--- src/rtl/booth_pkg.sv ---
// booth_pkg
// Shared definitions for the Booth multiplier controller and its datapath:
//   state_e        controller FSM states
//   CTRL_*         2-bit datapath command codes
//   clog2()        ceiling log2 used to size iteration counters
package booth_pkg;

   typedef enum logic [2:0] {
      ST_IDLE  = 3'd0,
      ST_LOAD  = 3'd1,
      ST_EVAL  = 3'd2,
      ST_SHIFT = 3'd3,
      ST_CAPT  = 3'd4,
      ST_RESP  = 3'd5
   } state_e;

   // Datapath commands
   localparam logic [1:0] CTRL_INIT  = 2'b00; // load operands, clear X and counter
   localparam logic [1:0] CTRL_ADD   = 2'b01; // X += A
   localparam logic [1:0] CTRL_SUB   = 2'b10; // X -= A
   localparam logic [1:0] CTRL_SHIFT = 2'b11; // arithmetic right shift of {X,B}

   function automatic int clog2(input int value);
      int r;
      r = 0;
      while ((1 << r) < value) r++;
      return r;
   endfunction

endpackage

--- src/rtl/booth_dp.sv ---
// booth_dp
// Booth radix-2 datapath: N-bit accumulator X, multiplicand register A,
// multiplier/low-product register B, and a shift counter.
// Ports:
//   clk, rst_n  clock, asynchronous active-low reset
//   ctrl        command (CTRL_INIT / CTRL_ADD / CTRL_SUB / CTRL_SHIFT)
//   a, b        operands, loaded on CTRL_INIT
//   out         {X,B}, the running / final product
//   status      [1] = B[0], [0] = shift counter reached BIT_LEN
module booth_dp
   import booth_pkg::*;
#(
   parameter int BIT_LEN = 4
)
(
   input  logic                 clk,
   input  logic                 rst_n,
   input  logic [1:0]           ctrl,
   input  logic [BIT_LEN-1:0]   a,
   input  logic [BIT_LEN-1:0]   b,
   output logic [2*BIT_LEN-1:0] out,
   output logic [1:0]           status
);

   localparam int CW = clog2(BIT_LEN) + 1;

   logic [BIT_LEN-1:0] a_q, a_d;
   logic [BIT_LEN-1:0] b_q, b_d;
   logic [BIT_LEN-1:0] x_q, x_d;
   logic [CW-1:0]      cnt_q, cnt_d;

   always_comb begin
      a_d   = a_q;
      b_d   = b_q;
      x_d   = x_q;
      cnt_d = cnt_q;
      case (ctrl)
         CTRL_INIT: begin
            a_d   = a;
            b_d   = b;
            x_d   = '0;
            cnt_d = '0;
         end
         CTRL_ADD: x_d = x_q + a_q;
         CTRL_SUB: x_d = x_q - a_q;
         default: begin
            // Arithmetic shift: X's sign bit is replicated into the top.
            {x_d, b_d} = {x_q[BIT_LEN-1], x_q, b_q[BIT_LEN-1:1]};
            cnt_d      = cnt_q + CW'(1);
         end
      endcase
   end

   always_ff @(posedge clk or negedge rst_n) begin
      if (!rst_n) begin
         a_q   <= '0;
         b_q   <= '0;
         x_q   <= '0;
         cnt_q <= '0;
      end else begin
         a_q   <= a_d;
         b_q   <= b_d;
         x_q   <= x_d;
         cnt_q <= cnt_d;
      end
   end

   assign out    = {x_q, b_q};
   assign status = {b_q[0], (cnt_q == CW'(BIT_LEN))};

endmodule

--- src/rtl/booth_mul_ctrl.sv ---
// booth_mul_ctrl
// Sequencer for a radix-2 Booth multiplier. Accepts a pair of signed
// operands, steps the datapath through N evaluate/shift iterations and
// presents the signed 2N-bit product.
// Ports:
//   clk, rst             clock, asynchronous active-high reset
//   start, ready         request handshake; accepted when both are high
//   a_in, b_in           signed multiplicand / multiplier
//   abort                cancel the operation in flight (LOAD..CAPT)
//   busy                 high in LOAD, EVAL, SHIFT, CAPT
//   res_valid, res_ready result handshake
//   product              signed product, held stable while res_valid
//   res_ovf              product invalid: a is the most negative value, b != 0
//
// Handshakes: a transfer happens on a rising edge where valid (start or
// res_valid) and ready (ready or res_ready) are both high. Once res_valid
// rises, product and res_ovf hold until that transfer completes.
module booth_mul_ctrl
   import booth_pkg::*;
#(
   parameter int BIT_LEN = 4
)
(
   input  logic                 clk,
   input  logic                 rst,
   input  logic                 start,
   input  logic [BIT_LEN-1:0]   a_in,
   input  logic [BIT_LEN-1:0]   b_in,
   output logic                 ready,
   input  logic                 abort,
   output logic                 busy,
   output logic                 res_valid,
   input  logic                 res_ready,
   output logic [2*BIT_LEN-1:0] product,
   output logic                 res_ovf
);

   localparam int IW = clog2(BIT_LEN) + 1;
   localparam logic [BIT_LEN-1:0] A_MIN = {1'b1, {(BIT_LEN-1){1'b0}}};

   state_e                 state_q, state_d;
   logic [IW-1:0]          it_q, it_d;
   logic                   q_prev_q, q_prev_d;
   logic [BIT_LEN-1:0]     op_a_q, op_a_d;
   logic [BIT_LEN-1:0]     op_b_q, op_b_d;
   logic [2*BIT_LEN-1:0]   product_q, product_d;
   logic                   res_ovf_q, res_ovf_d;

   logic [1:0]             dp_ctrl;
   logic [2*BIT_LEN-1:0]   dp_out;
   logic [1:0]             dp_status;
   logic                   dp_b0;
   logic                   dp_cnt_done_unused;
   logic                   dp_rst_n;
   logic                   shift_issued;

   assign dp_rst_n           = ~rst;
   assign dp_b0              = dp_status[1];
   // Termination is decided by it_q; the datapath's own counter is not used.
   assign dp_cnt_done_unused = dp_status[0];

   booth_dp #(.BIT_LEN(BIT_LEN)) u_dp (
      .clk    (clk),
      .rst_n  (dp_rst_n),
      .ctrl   (dp_ctrl),
      .a      (op_a_q),
      .b      (op_b_q),
      .out    (dp_out),
      .status (dp_status)
   );

   always_comb begin
      state_d      = state_q;
      it_d         = it_q;
      q_prev_d     = q_prev_q;
      op_a_d       = op_a_q;
      op_b_d       = op_b_q;
      product_d    = product_q;
      res_ovf_d    = res_ovf_q;
      dp_ctrl      = CTRL_INIT;
      shift_issued = 1'b0;

      case (state_q)
         ST_IDLE: begin
            if (start) begin
               op_a_d  = a_in;
               op_b_d  = b_in;
               state_d = ST_LOAD;
            end
         end
         ST_LOAD: begin
            it_d     = '0;
            q_prev_d = 1'b0;
            state_d  = ST_EVAL;
         end
         ST_EVAL: begin
            case ({dp_b0, q_prev_q})
               2'b10: begin
                  dp_ctrl = CTRL_SUB;
                  state_d = ST_SHIFT;
               end
               2'b01: begin
                  dp_ctrl = CTRL_ADD;
                  state_d = ST_SHIFT;
               end
               default: begin
                  // No add/sub needed: this shift is the iteration's shift.
                  dp_ctrl      = CTRL_SHIFT;
                  shift_issued = 1'b1;
               end
            endcase
         end
         ST_SHIFT: begin
            dp_ctrl      = CTRL_SHIFT;
            shift_issued = 1'b1;
         end
         ST_CAPT: begin
            product_d = dp_out;
            res_ovf_d = (op_a_q == A_MIN) && (op_b_q != '0);
            state_d   = ST_RESP;
         end
         ST_RESP: begin
            if (res_ready) state_d = ST_IDLE;
         end
         default: state_d = ST_IDLE;
      endcase

      if (shift_issued) begin
         q_prev_d = dp_b0;
         it_d     = it_q + IW'(1);
         state_d  = (it_q == IW'(BIT_LEN - 1)) ? ST_CAPT : ST_EVAL;
      end

      // Abort wins over everything in the working states, including the
      // final shift and the capture edge; the previous result is kept.
      if (abort && (state_q == ST_LOAD || state_q == ST_EVAL ||
                    state_q == ST_SHIFT || state_q == ST_CAPT)) begin
         state_d   = ST_IDLE;
         product_d = product_q;
         res_ovf_d = res_ovf_q;
      end
   end

   always_ff @(posedge clk or posedge rst) begin
      if (rst) begin
         state_q   <= ST_IDLE;
         it_q      <= '0;
         q_prev_q  <= 1'b0;
         op_a_q    <= '0;
         op_b_q    <= '0;
         product_q <= '0;
         res_ovf_q <= 1'b0;
      end else begin
         state_q   <= state_d;
         it_q      <= it_d;
         q_prev_q  <= q_prev_d;
         op_a_q    <= op_a_d;
         op_b_q    <= op_b_d;
         product_q <= product_d;
         res_ovf_q <= res_ovf_d;
      end
   end

   assign ready     = (state_q == ST_IDLE);
   assign busy      = (state_q == ST_LOAD) || (state_q == ST_EVAL) ||
                      (state_q == ST_SHIFT) || (state_q == ST_CAPT);
   assign res_valid = (state_q == ST_RESP);
   assign product   = product_q;
   assign res_ovf   = res_ovf_q;

endmodule

--- config.mk ---
export PLATFORM = sky130hd
export DESIGN_NAME = booth_mul_ctrl
export DESIGN_NICKNAME = d
export VERILOG_FILES = /design/src/rtl/booth_pkg.sv /design/src/rtl/booth_dp.sv /design/src/rtl/booth_mul_ctrl.sv
export SDC_FILE = /design/constraint.sdc
export NUM_CORES = 1
export LEC_CHECK = 0
export CELL_PAD_IN_SITES_DETAIL_PLACEMENT = 1
export CELL_PAD_IN_SITES_GLOBAL_PLACEMENT = 1
export CORE_ASPECT_RATIO = 0.75
export CORE_UTILIZATION = 43
export CTS_CLUSTER_SIZE = 10
export DETAILED_ROUTE_END_ITERATION = 16
export GPL_TIMING_DRIVEN = 0
export PLACE_DENSITY = 0.89
export SYNTH_ARGS = -nofsm -noshare
export SYNTH_HDL_FRONTEND = slang
export SYNTH_SLANG_ARGS = --single-unit
--- constraint.sdc ---
create_clock -name clk -period 3.2 [get_ports clk]
set_clock_uncertainty 0.2 [all_clocks]
set_input_delay 0.32 -clock clk [delete_from_list [all_inputs] [get_ports clk]]
set_output_delay 0.32 -clock clk [all_outputs]
set_load 0.02 [all_outputs]
==> run_results.csv <==
group,metric,value,unit
timing,finalMaxSlewViolations,0,
logic_synthesis,synthMuxAreaShare,0.149,
worst_setup_path,worstPathRequired,3.22,ns
placed_design,place_congestion,0.782,
worst_setup_path,critPathKind,"reg -> reg",
grt,grt_usage,0.204,
final_layout,layout.cells.non_filler,254,
route,vias,1303,
clock_network,clk_latency,0.30,ns
timing,min_period,3.05,ns
grt,grt-ovfl-total,0,
timing,rsz0062_at_grt,"no",
logic_synthesis,synth_area_leader_cell,"dfrtp_1",
die,dieArea,0.00457,sq mm
grt,grt_pass1_wl,6760,um
placed_design,hpwl,3100,um
route,ant_nets,0,
logic_synthesis,synth_edf_count,0,
logic_synthesis,ys_top_cells_by_area,"dfrtp_1 (49%), mux2_2 (12%), ha_1 (7.4%)",
timing,max_clock_freq,328,MHz
clock_network,numCtsBuffers,5,
worst_setup_path,crit_slowest_cell,"or3b_2",
die,fp.dieW,77.7,um
power,p_switching,0.000802,W
logic_synthesis,synth_top_family_by_area,"multiplexers",
route,vias_per_cell,5.13,
logic_synthesis,netlist_instances,165,
grt,antenna_found_initial,0,
timing,worstMarginPinSlew,0.754,ns
die,ios,25,
power,clockPowerShare,0.160,
worst_setup_path,r2r_slack,0.15,ns
clock_network,htreeDepth,2,
logic_synthesis,synth_seq_area_share,0.487,
logic_synthesis,synth.top_cell.area_share,0.487,
clock_network,path_clk_slew,0.08,ns
power,leakagePower,1.04,nW
worst_setup_path,crit_path_cell_trace,"nand2b_2 > a21o_1 > inv_1 > ha_4 > mux2_2 > inv_1 > ha_1 > and3b_1 > or3b_2 > mux2_2 > o211ai_2",
die,rows,20,
run_status,status,"complete, no violations",
worst_setup_path,reg2reg_from,"state_q[2]",
clock_network,cts_root_buf,"clkbuf_8",
logic_synthesis,ys_warn_count,0,
power,p_per_area,891,mW/mm^2
final_layout,final_area,0.00228,sq mm
timing,setup_violations,0,
logic_synthesis,synth.distinct_cells,34,
route,drt_iter0_drc,60,
final_layout,area_growth,23.6,%
logic_synthesis,synth_xor_area_frac,0.0190,
power,p_total,0.00204,W
flow_run,max_cap_viol_count,0,
logic_synthesis,netlist_area,0.00185,sq mm
power,peakVddDrop,0.413,mV
worst_setup_path,reg2reg_depth,11,
logic_synthesis,syn_area_per_cell,11.2,sq um
final_layout,n_antenna_cell,0,
clock_network,cts_sinks,36,
final_layout,final_nets,223,
route,dr.pass1.iters,4,
logic_synthesis,synth-seq-cells,36,
die,initial_core_util,0.453,
final_layout,n_fill_cell,450,
route,drc,0,
worst_setup_path,r2r-end,"u_dp.x_q[3]",
die,core_area,0.00408,sq mm
timing,min_period_over_period,0.954,
placed_design,place_area,0.00216,sq mm
hold_path,hold_class,"in -> async",
timing,fin_setup_tns,0,ns
worst_setup_path,critPathCaptureType,"flip-flop",
grt,grt_start_max_net_pins,37,
logic_synthesis,synth_fa_ha_area_frac,0.0853,
placed_design,port_buffers,24,
clock_network,cts_tree,"yes",
power,intPower,0.00123,W
final_layout,drive_gt1_frac,0.236,
route,routed_wl,4130,um
worst_setup_path,start_kind,"flip-flop",
die,fp.dieH,58.8,um
logic_synthesis,synthSimpleGateAreaFrac,0.132,
worst_setup_path,cp.arrival,3.08,ns
timing,max_slew_margin,0.497,
worst_setup_path,path_buf_inv,2,
power,combPwrFrac,0.469,
power,seqPwrFrac,0.371,
worst_setup_path,crit_family,"simple AND/OR/NAND/NOR gates",
clock_network,clockBufferDepth,2,
timing,finalHoldViolations,0,
logic_synthesis,synthFlopType,"dfrtp_1",
placed_design,dpl.cell_count,244,
power,switching_share,0.394,
worst_setup_path,crit_path_max_incr_delay,0.46,ns
clock_network,hold_buffers,0,
worst_setup_path,cp_max_fo,6,
logic_synthesis,synthesis.nets,190,
route,avgRoutedWirePerCell,16.3,um
logic_synthesis,synth_compound_area_frac,0.0853,
final_layout,final_cell_mix,"dfrtp_1 (35), clkdlybuf4s50_1 (24), mux2_2 (20), o21ai_0 (17), nand2_1 (15)",
logic_synthesis,async_flop_share,1.00,
grt,first_global_vias,1441,
final_layout,layout_commonest_cell,"dfrtp_1",
cells by family (layout without fill, tap and decap cells):
kind of cell	count (synthesis)	after routing
AO/OA/AOI/OAI	26	26
XOR/XNOR	4	4
adder cells (fa/ha/maj)	12	12
buffers and inverters	19	53
flip-flops	36	36
multiplexers	25	25
AND/OR/NAND/NOR	43	43
worst reg2reg max path, delay by kind of cell, from the launching register on:
family / cells / cell delay (ns)
AOI/OAI and AO/OA: 2 / 0.26
adders and majority gates: 2 / 0.38
buffers and inverters: 2 / 0.18
DFF: 1 / 0.45
muxes: 2 / 0.64
and+or+nand+nor: 3 / 0.88
per-layer routing:
metal / global-route usage / vias up / routed length, um
li1: - / 629 / -
met1: 0.230 / 649 / 1800
met2: 0.367 / 18 / 2140
met3: 0.0481 / 7 / 115
met4: 0.105 / 0 / 82
met5: 0 / - / 0
power groups by stage:
stage	registers [W]	clock network [W]	logic, W
6_report	0.000756	0.000325	0.000954
5_1_grt	0.000775	0.000351	0.00107
4_1_cts	0.000752	0.000334	0.000941
3_5_place_dp	0.000761	0	0.000933
3_3_place_gp	0.000743	0	0.000862
2_1_floorplan	0.000732	0	0.000672
registers in the layout (all words and copies together) (netlist names):
| name | cells |
|---|---|
| res_ovf | 1 |
| it_q | 3 |
| u_dp.a_q | 4 |
| product | 8 |
| u_dp.b_q | 4 |
| op_b_q | 4 |
| op_a_q | 4 |
| u_dp.x_q | 4 |
| q_prev_q | 1 |
| state_q | 3 |
worst max path at each step:
stage	to	slack, ns	startpoint	cells after the start
floorplan	u_dp.x_q[3]	0.31	state_q[2]	11
global placement	u_dp.x_q[3]	0.17	state_q[1]	12
detailed placement	u_dp.x_q[3]	0.07	state_q[2]	11
CTS	u_dp.x_q[3]	0.03	state_q[2]	11
global route	u_dp.x_q[3]	0.02	u_dp.b_q[0]	12
finish	u_dp.x_q[3]	0.15	state_q[2]	11
timing repair:
action                                  4_1_cts  5_1_grt
setup buffers                                 0        2
hold endpoints to repair                      0        0
gates resized for setup                       0        7
endpoints found under the setup margin        0        1
layout make-up:
class                   count  area [sq um]  share of cell area
clock buffers               5          68.8              0.0301
inverters                  15          56.3              0.0246
plain buffers               4          23.8              0.0104
repair buffers             26           255               0.112
well taps                  55          68.8              0.0301
clock inverters             3          18.8             0.00821
multi-input cells         110           891               0.390
flip-flops and latches     36           902               0.395
cells in the mapped netlist (2+ instances only):
cell type	count
a21o_1	2
a21oi_1	3
buf_2	2
dfrtp_1	36
ha_1	11
inv_1	15
mux2_2	20
mux2i_1	5
nand2_1	15
nand2b_1	5
nor2_1	6
nor2b_1	2
nor3_1	2
nor4b_1	2
o21ai_0	17
or2_2	2
xnor2_1	3
stage by stage:
stage	utilization	setup WS, ns	hold WS [ns]
3_5_place_dp	0.529	0.0712	0.299
4_1_cts	0.550	0.0254	0.318
5_1_grt	0.560	0.0160	0.329
6_report	0.560	0.149	0.271
3_3_place_gp	0.529	0.171	0.263
2_1_floorplan	-	0.312	0.204
No activity file was read; power rests on OpenSTA's default activity.
